==> src/rtl/seq_step_ctrl.sv <==
// seq_step_ctrl: programmable step-sequence controller.
// Walks a loadable table of {advance, hold} conditions over the monitored
// inputs, one step per clock, with a per-step dwell timeout, optional
// restart-on-miss and sticky pass/fail reporting.
module seq_step_ctrl #(
   parameter int NUM_STEPS = 16,
   parameter int IN_W      = 4,
   parameter int TMO_W     = 12
) (
   input  logic             clk,
   input  logic             reset,
   input  logic             cfg_we,
   input  logic [3:0]       cfg_addr,
   input  logic [IN_W-1:0]  cfg_adv_mask,
   input  logic [IN_W-1:0]  cfg_adv_val,
   input  logic [IN_W-1:0]  cfg_hold_mask,
   input  logic [IN_W-1:0]  cfg_hold_val,
   input  logic             cfg_last,
   input  logic             start,
   input  logic             abort,
   input  logic             restart_on_miss,
   input  logic [TMO_W-1:0] timeout_limit,
   input  logic [IN_W-1:0]  in_bits,
   output logic             busy,
   output logic [3:0]       step,
   output logic             match_done,
   output logic             fail,
   output logic [3:0]       fail_step,
   output logic [7:0]       miss_count,
   output logic             cfg_err
);

   // Step index width; the table depth is a power of two up to 16.
   localparam int SW = (NUM_STEPS > 2) ? $clog2(NUM_STEPS) : 1;
   localparam logic [SW-1:0] LAST_IDX = SW'(NUM_STEPS - 1);

   typedef enum logic [1:0] {
      ST_IDLE = 2'd0,
      ST_RUN  = 2'd1,
      ST_DONE = 2'd2,
      ST_FAIL = 2'd3
   } state_t;

   typedef struct packed {
      logic [IN_W-1:0] adv_mask;
      logic [IN_W-1:0] adv_val;
      logic [IN_W-1:0] hold_mask;
      logic [IN_W-1:0] hold_val;
      logic            last;
   } entry_t;

   // Step table; contents are undefined until software loads them.
   entry_t tbl [NUM_STEPS];

   state_t           state_q, state_d;
   logic [SW-1:0]    step_q, step_d;
   logic [TMO_W-1:0] timer_q, timer_d;
   logic [TMO_W-1:0] limit_q, limit_d;
   logic [7:0]       miss_q, miss_d;
   logic             done_q, done_d;
   logic             fail_q, fail_d;
   logic [3:0]       fstep_q, fstep_d;
   logic             busy_q, busy_d;
   logic             cfg_err_q, cfg_err_d;

   entry_t           cur;
   logic             adv_hit;
   logic             hold_hit;
   logic [TMO_W-1:0] timer_inc;
   logic             wr_en;
   logic [SW-1:0]    wr_idx;

   // The table may only change while no run is using it.
   assign wr_en  = cfg_we && (state_q != ST_RUN);
   assign wr_idx = cfg_addr[SW-1:0];

   // Condition evaluation for the step currently being checked.
   assign cur       = tbl[step_q];
   assign adv_hit   = ((in_bits & cur.adv_mask)  == (cur.adv_val  & cur.adv_mask));
   assign hold_hit  = ((in_bits & cur.hold_mask) == (cur.hold_val & cur.hold_mask));
   assign timer_inc = timer_q + TMO_W'(1);

   // Table write port (no reset: contents are software-owned).
   always_ff @(posedge clk) begin
      if (wr_en) begin
         tbl[wr_idx] <= '{adv_mask:  cfg_adv_mask,
                          adv_val:   cfg_adv_val,
                          hold_mask: cfg_hold_mask,
                          hold_val:  cfg_hold_val,
                          last:      cfg_last};
      end
   end

   // Next-state and next-output logic for the sequencer.
   always_comb begin
      state_d   = state_q;
      step_d    = step_q;
      timer_d   = timer_q;
      limit_d   = limit_q;
      miss_d    = miss_q;
      done_d    = done_q;
      fail_d    = fail_q;
      fstep_d   = fstep_q;
      // A write attempted mid-run is dropped and flagged on the next cycle.
      cfg_err_d = cfg_we && (state_q == ST_RUN);

      if (abort) begin
         // Abort beats everything, including a simultaneous start.
         // fail_step and miss_count are kept for post-mortem reading.
         state_d = ST_IDLE;
         step_d  = '0;
         timer_d = '0;
         done_d  = 1'b0;
         fail_d  = 1'b0;
      end else begin
         unique case (state_q)
            ST_IDLE, ST_DONE, ST_FAIL: begin
               if (start) begin
                  state_d = ST_RUN;
                  step_d  = '0;
                  timer_d = '0;
                  miss_d  = '0;
                  done_d  = 1'b0;
                  fail_d  = 1'b0;
                  limit_d = timeout_limit;
               end
            end
            ST_RUN: begin
               if (adv_hit) begin
                  // Advance has priority over hold.
                  if (cur.last || (step_q == LAST_IDX)) begin
                     state_d = ST_DONE;
                     done_d  = 1'b1;
                  end else begin
                     step_d  = step_q + SW'(1);
                     timer_d = '0;
                  end
               end else if (hold_hit) begin
                  timer_d = timer_inc;
                  if ((limit_q != '0) && (timer_inc == limit_q)) begin
                     state_d = ST_FAIL;
                     fail_d  = 1'b1;
                     fstep_d = 4'(step_q);
                  end
               end else if (restart_on_miss) begin
                  step_d  = '0;
                  timer_d = '0;
                  if (miss_q != 8'hFF) miss_d = miss_q + 8'd1;
               end else begin
                  state_d = ST_FAIL;
                  fail_d  = 1'b1;
                  fstep_d = 4'(step_q);
               end
            end
            default: state_d = ST_IDLE;
         endcase
      end

      busy_d = (state_d == ST_RUN);
   end

   // State and output registers with synchronous active-low reset.
   always_ff @(posedge clk) begin
      if (!reset) begin
         state_q   <= ST_IDLE;
         step_q    <= '0;
         timer_q   <= '0;
         limit_q   <= '0;
         miss_q    <= '0;
         done_q    <= 1'b0;
         fail_q    <= 1'b0;
         fstep_q   <= '0;
         busy_q    <= 1'b0;
         cfg_err_q <= 1'b0;
      end else begin
         state_q   <= state_d;
         step_q    <= step_d;
         timer_q   <= timer_d;
         limit_q   <= limit_d;
         miss_q    <= miss_d;
         done_q    <= done_d;
         fail_q    <= fail_d;
         fstep_q   <= fstep_d;
         busy_q    <= busy_d;
         cfg_err_q <= cfg_err_d;
      end
   end

   assign busy       = busy_q;
   assign step       = 4'(step_q);
   assign match_done = done_q;
   assign fail       = fail_q;
   assign fail_step  = fstep_q;
   assign miss_count = miss_q;
   assign cfg_err    = cfg_err_q;

endmodule

==> config.mk <==
export PLATFORM = sky130hd
export DESIGN_NAME = seq_step_ctrl
export DESIGN_NICKNAME = d
export VERILOG_FILES = /design/src/rtl/seq_step_ctrl.sv
export SDC_FILE = /design/constraint.sdc
export NUM_CORES = 1
export LEC_CHECK = 0
export BUFFER_PORTS_ARGS = -buffer_cell sky130_fd_sc_hd__buf_4
export CAP_MARGIN = 20
export CORE_ASPECT_RATIO = 2
export CORE_MARGIN = 3
export CORE_UTILIZATION = 53
export CTS_BUF_LIST = sky130_fd_sc_hd__clkbuf_8
export DETAILED_ROUTE_END_ITERATION = 12
export PLACE_DENSITY_LB_ADDON = 0.3
export SLEW_MARGIN = 10
export SYNTH_ARGS = -nofsm -noshare
export SYNTH_HDL_FRONTEND = slang
export SYNTH_SLANG_ARGS = --single-unit
==> constraint.sdc <==
create_clock -name clk -period 3.6 [get_ports clk]
set_input_delay 0.72 -clock clk [delete_from_list [all_inputs] [get_ports clk]]
set_output_delay 0.72 -clock clk [all_outputs]
set_load 0.005 [all_outputs]
==> impl_metrics.json, run 1 <==
{
  "synth_ff_type": "edfxtp_1",
  "setup_viol": 0,
  "die_height_microns": 230.3,
  "relSlewSlack_pct": 46.61,
  "status": "finished clean",
  "grt_pass1_wl_microns": 46880,
  "rsz0062_at_grt": "no",
  "ys_seq_elements": 322,
  "crit_type": "reg -> reg",
  "finalSetupTns_ps": 0,
  "antenna_found_initial": 0,
  "fin_crit_sh_pct": 94.70,
  "grt_start_max_net_pins": 30,
  "wire_per_inst_microns": 22.89,
  "cp_data_required_time_ps": 4050,
  "multiInputGateArea_sq_um": 3929,
  "vias": 7717,
  "synth_top_area_share_pct": 61.25,
  "synthArstFlopShare_pct": 0,
  "synth_top_area_cell": "edfxtp_1",
  "antennaDiodeCount": 0,
  "synth_area_per_cell_sq_um": 15.89,
  "path_clk_slew_ps": 70,
  "ctsResizeCount": 0,
  "path_max_fanout": 9,
  "slowest_delay_ps": 550,
  "cts_hold_buf": 0,
  "fin_nets": 1004,
  "cts_setup_buffers": 0,
  "numPortBuffers": 62,
  "fillers": 1819,
  "cp_slowest_cell": "mux4_1",
  "first_iter_violations": 700,
  "track_usage_pct": 22.76,
  "synth_area_sq_um": 13340,
  "drive_gt1_share_pct": 26.49,
  "gp_congestion": 0.8650,
  "grt_pass1_vias": 8210,
  "hold_viol": 0,
  "start_util_pct": 54.15,
  "report.final.slew_viol_count": 0,
  "path_cells": "buf_4 > mux4_1 > and3_1 > or4_4 > nor4_4 > nor2_2 > a311oi_2 > a22o_1",
  "die_width_microns": 118.2,
  "fin_crit_ps": 3409,
  "die_area_sq_um": 27220,
  "utilization_pct": 62.31,
  "synth_fp_nets": 885,
  "core_sq_um": 24630,
  "routed_wl_microns": 30330,
  "synth_edf_count": 272,
  "dp_hpwl_microns": 19920,
  "end_kind": "flop",
  "cts-root-buf": "clkbuf_8",
  "syn_to_final_growth_pct": 15.07,
  "drtAntennaViolNets": 0,
  "std_cell_rows": 81,
  "cts-buffers-inserted": 44,
  "drc": 0,
  "netlist_instances": 839,
  "synth.area.top_cells": "edfxtp_1, mux4_2, dfxtp_1, xor2_1, nand2_1",
  "synth_cell_types": 70,
  "htreeDepth": 2,
  "ioPinCount": 63,
  "drv_cap": 0,
  "overflow": 0,
  "viasPerCell": 5.824,
  "tightest_slew_ps": 797.9,
  "tritoncts": "built",
  "startpoint_type": "flop",
  "crit_arrival_ps": 3860,
  "cts_max_path_buffers": 3,
  "power_density_nw_per_um2": 465.0,
  "worst_clock_skew_ps": 24.63,
  "ff_latch_area_sq_um": 9173,
  "ys_seq_area_share_pct": 68.76,
  "fmax_ghz": 0.2933,
  "p_leak_nw": 5.281,
  "ir_drop_mv": 0.3185,
  "cts.sinks": 322,
  "yosys_warnings": 0,
  "drtPass1Iterations": 5,
  "clkLatencyLatePin_ps": 570,
  "hp-class": "in -> reg"
}
[stage by stage]
step / total power (W) / hold slack, ps / instance area (sq um) / setup WS (ps) / std cells
after global placement: 0.004457 / 444.6 / 14480 / 159.1 / 1244
after detailed placement: 0.004465 / 452.0 / 14480 / 132.9 / 1244
final: 0.007136 / 419.6 / 15340 / 190.7 / 1325
after floorplan: 0.004318 / 451.1 / 13340 / 529.5 / 839
after global routing: 0.007398 / 405.0 / 15340 / 77.55 / 1325
after CTS: 0.007215 / 387.5 / 15340 / 175.8 / 1325
[per-layer routing]
layer,vias to the layer above,wire length [microns],GRT usage [%]
li1,3507,-,-
met1,3833,10570,24.30
met2,286,16710,42.58
met3,91,1408,3.716
met4,0,1642,11.78
met5,-,0,0
[worst max-delay path: cells and delay by family, from the launching register on]
family / cells / cell delay (ps)
AO/OA/AOI/OAI: 2 / 760
buffers and inverters: 1 / 230
flip-flops: 1 / 520
multiplexers: 1 / 550
AND/OR/NAND/NOR: 4 / 1230
[cells by family after synthesis]
family,count (synthesis),share of synthesized area (%)
mux,75,10.47
xor+xnor,62,4.072
compound gates,103,6.136
simple gates,219,8.125
buf+inv,55,2.158
flops,322,68.76
fa+ha+maj,3,0.2815
[synth_stat cells, drive strengths merged (13+ instances only)]
master and count:
a21boi 13, xor2 48, nor3 19, mux2i 21, clkbuf 16, nor2 45, edfxtp 272, a21oi 13
xnor2 14, buf 25, nand3 20, inv 14, dfxtp 50, mux4 50, nand2 72
[registers in the layout (all words and copies together) (netlist names), named ones only]
signal and cells:
tbl 272, limit_q 12, timer_q 12, miss_count 8, fail_step 4, step 4
state_q 2, busy 1, cfg_err 1, fail 1, match_done 1
[path summary, 6_finish.rpt]
path,startpoint,endpoint,slack (ps),cells past startpoint
worst min-delay path,timeout_limit[2],limit_q[2],420,3
worst min register to register,fail_step[0],fail_step[0],460,2
worst max-delay path,flop,flop,190,8
worst max register to register,flop,flop,190,8
[report_power, final]
group	switching, W	internal [W]
registers	0.0000164	0.00408
clock network	0.00133	0.00142
logic	0.000181	0.000104
total	0.00153	0.00560
[placed cells by master, fill, tap and decap left out, drive strengths merged, types with 14 or more instances in the layout]
cell type and instances:
xnor2 14, inv 25, mux2i 21, clkbuf 46, edfxtp 272, mux4 50, clkinv 19, nand2 72
nor3 19, nand3 20, dfxtp 50, nor2 45, buf 114, xor2 48
[cell type report]
| cell class | count | area share (%) |
|---|---|---|
| clock inverter | 35 | 1.541 |
| tap | 332 | 2.707 |
| timing repair buffer | 114 | 5.903 |
| inverter | 14 | 0.3425 |
| sequential | 322 | 59.78 |
| clock buffer | 46 | 4.126 |
| multi-input combinational | 462 | 25.60 |
(Power assumes the default switching activity.)
==> run 2, diff against run 1 <==
Settings changed: CORE_UTILIZATION 53 to 38, CTS_CLUSTER_DIAMETER set to 100.
==> impl_metrics.json, run 2 (same netlist as run 1, synthesis figures left out) <==
{
  "syn_to_final_growth_pct": 16.72,
  "path_clk_slew_ps": 70,
  "numPortBuffers": 62,
  "drive_gt1_share_pct": 27.01,
  "ioPinCount": 63,
  "hp-class": "in -> reg",
  "die_height_microns": 270.9,
  "design_area_sq_um": 15560,
  "placed_area_sq_um": 14670,
  "grt_start_max_net_pins": 30,
  "dp_hpwl_microns": 22200,
  "fin_crit_ps": 3325,
  "die_width_microns": 138.5,
  "cp_slowest_cell": "nor4_2",
  "overflow": 0,
  "p_leak_nw": 5.313,
  "largest_register_ffs": 272,
  "path_max_fanout": 11,
  "core_sq_um": 34470,
  "r2r-end": "fail_step[3]",
  "grt_pass1_vias": 8213,
  "layout_commonest_cell": "edfxtp_1",
  "gp_congestion": 0.8296,
  "cts_setup_buffers": 0,
  "worst_clock_skew_ps": 22.37,
  "reg2reg_depth": 9,
  "stdcell_count": 1438,
  "cts-root-buf": "clkbuf_8",
  "wire_per_inst_microns": 22.87,
  "power_density_nw_per_um2": 465.0,
  "viasPerCell": 5.386,
  "cts-buffers-inserted": 45,
  "start_util_pct": 38.68,
  "drtAntennaViolNets": 0,
  "crit_type": "reg -> reg",
  "end_kind": "flop",
  "vias": 7745,
  "fin_nets": 1010,
  "status": "finished clean",
  "hold_viol": 0,
  "htreeDepth": 2,
  "drc": 0,
  "report.final.slew_viol_count": 0,
  "grt_pass1_wl_microns": 49460,
  "finalSetupTns_ps": 0,
  "cts_max_path_buffers": 3,
  "drtPass1Iterations": 5,
  "power_w": 0.007237,
  "clkLatencyLatePin_ps": 580,
  "slowest_delay_ps": 710,
  "regMostFlops": "tbl",
  "fin_crit_sh_pct": 92.35,
  "rrSetupSlack_ps": 280,
  "relSlewSlack_pct": 44.10,
  "ir_drop_mv": 0.2674,
  "std_cell_rows": 96,
  "crit_arrival_ps": 3820,
  "tritoncts": "built",
  "cp_data_required_time_ps": 4100,
  "antenna_found_initial": 1,
  "startpoint_type": "flop",
  "path_cells": "buf_12 > buf_4 > mux4_2 > o221ai_1 > a21oi_1 > nor4_2 > o2111a_1 > o211a_1 > mux2i_1",
  "fmax_ghz": 0.3008,
  "rsz0062_at_grt": "no",
  "endpoint": "fail_step[3]",
  "routed_wl_microns": 32890,
  "die_area_sq_um": 37510,
  "reg.largest.list": "tbl x272, limit_q x12, timer_q x12",
  "dp.cells": 1358,
  "drv_cap": 0,
  "setup_viol": 0,
  "final_cell_mix": "edfxtp_1, buf_4, nand2_1",
  "cts.sinks": 322,
  "tightest_slew_ps": 835.5,
  "first_iter_violations": 336,
  "track_usage_pct": 17.47
}
==> run 2: cell count changes in the layout (fill, tap and decap cells not counted) <==
cell / previous run / this run
dfxtp_4: 0 / 2
inv_6: 1 / 0
clkinv_1: 8 / 5
clkbuf_8: 46 / 45
diode_2: 0 / 1
dfxtp_2: 3 / 1
clkinv_4: 0 / 2
buf_12: 4 / 6
buf_4: 110 / 113
bufinv_16: 3 / 4
==> run 2: area by class of cell <==
cell class / count / area, sq um
inverter: 14 / 52.55
antenna: 1 / 2.502
multi-input combinational: 462 / 3929
clock buffer: 45 / 619.3
tap: 441 / 551.8
fill: 2987 / 18910
clock inverter: 34 / 264.0
timing repair buffer: 119 / 968.4
sequential: 322 / 9178
==> run 2: timing repair <==
item | 4_1_cts | 5_1_grt
resized for setup | 0 | 2
endpoints found under the setup margin | 0 | 14
hold buffers | 0 | 0
==> run 2: per-stage QoR <==
stage | setup WS (ps) | hold slack (ps) | utilization, %
floorplan | 529.5 | 451.1 | -
global placement | 19.88 | 446.2 | 42.57
detailed placement | 62.31 | 455.3 | 42.57
CTS | 65.63 | 375.0 | 45.13
global route | 29.33 | 401.0 | 45.15
finish | 275.4 | 408.3 | 45.15
==> run 2: critical path: cells and delay by family, from the launching register on <==
| kind | cells | cell delay (ps) |
|---|---|---|
| buf+inv | 2 | 410 |
| flops | 1 | 460 |
| mux | 2 | 740 |
| compound gates | 4 | 910 |
| simple gates | 1 | 710 |
==> run 2: per-layer routing <==
layer	part of all wire (%)	track usage, %
met5	0	0
met4	4.6	8.459
met3	4.1	2.476
met2	58	34.65
met1	34	17.37
==> run 2: worst min-delay path by stage <==
| stage | start | end | slack, ps | cells after the start |
|---|---|---|---|---|
| floorplan | fail_step[0] | fail_step[0] | 450 | 2 |
| global placement | fail_step[3] | fail_step[3] | 450 | 2 |
| detailed placement | fail | fail | 460 | 2 |
| CTS | timeout_limit[8] | limit_q[8] | 370 | 3 |
| global route | timeout_limit[6] | limit_q[6] | 400 | 3 |
| finish | timeout_limit[8] | limit_q[8] | 410 | 3 |
==> run 2: where the power goes <==
group          internal, W  leakage (nW)  switching (W)  total (W)
sequential         0.00408          2.86      0.0000178    0.00410
combinational     0.000107          1.96       0.000185   0.000292
clock              0.00147         0.493        0.00138    0.00285
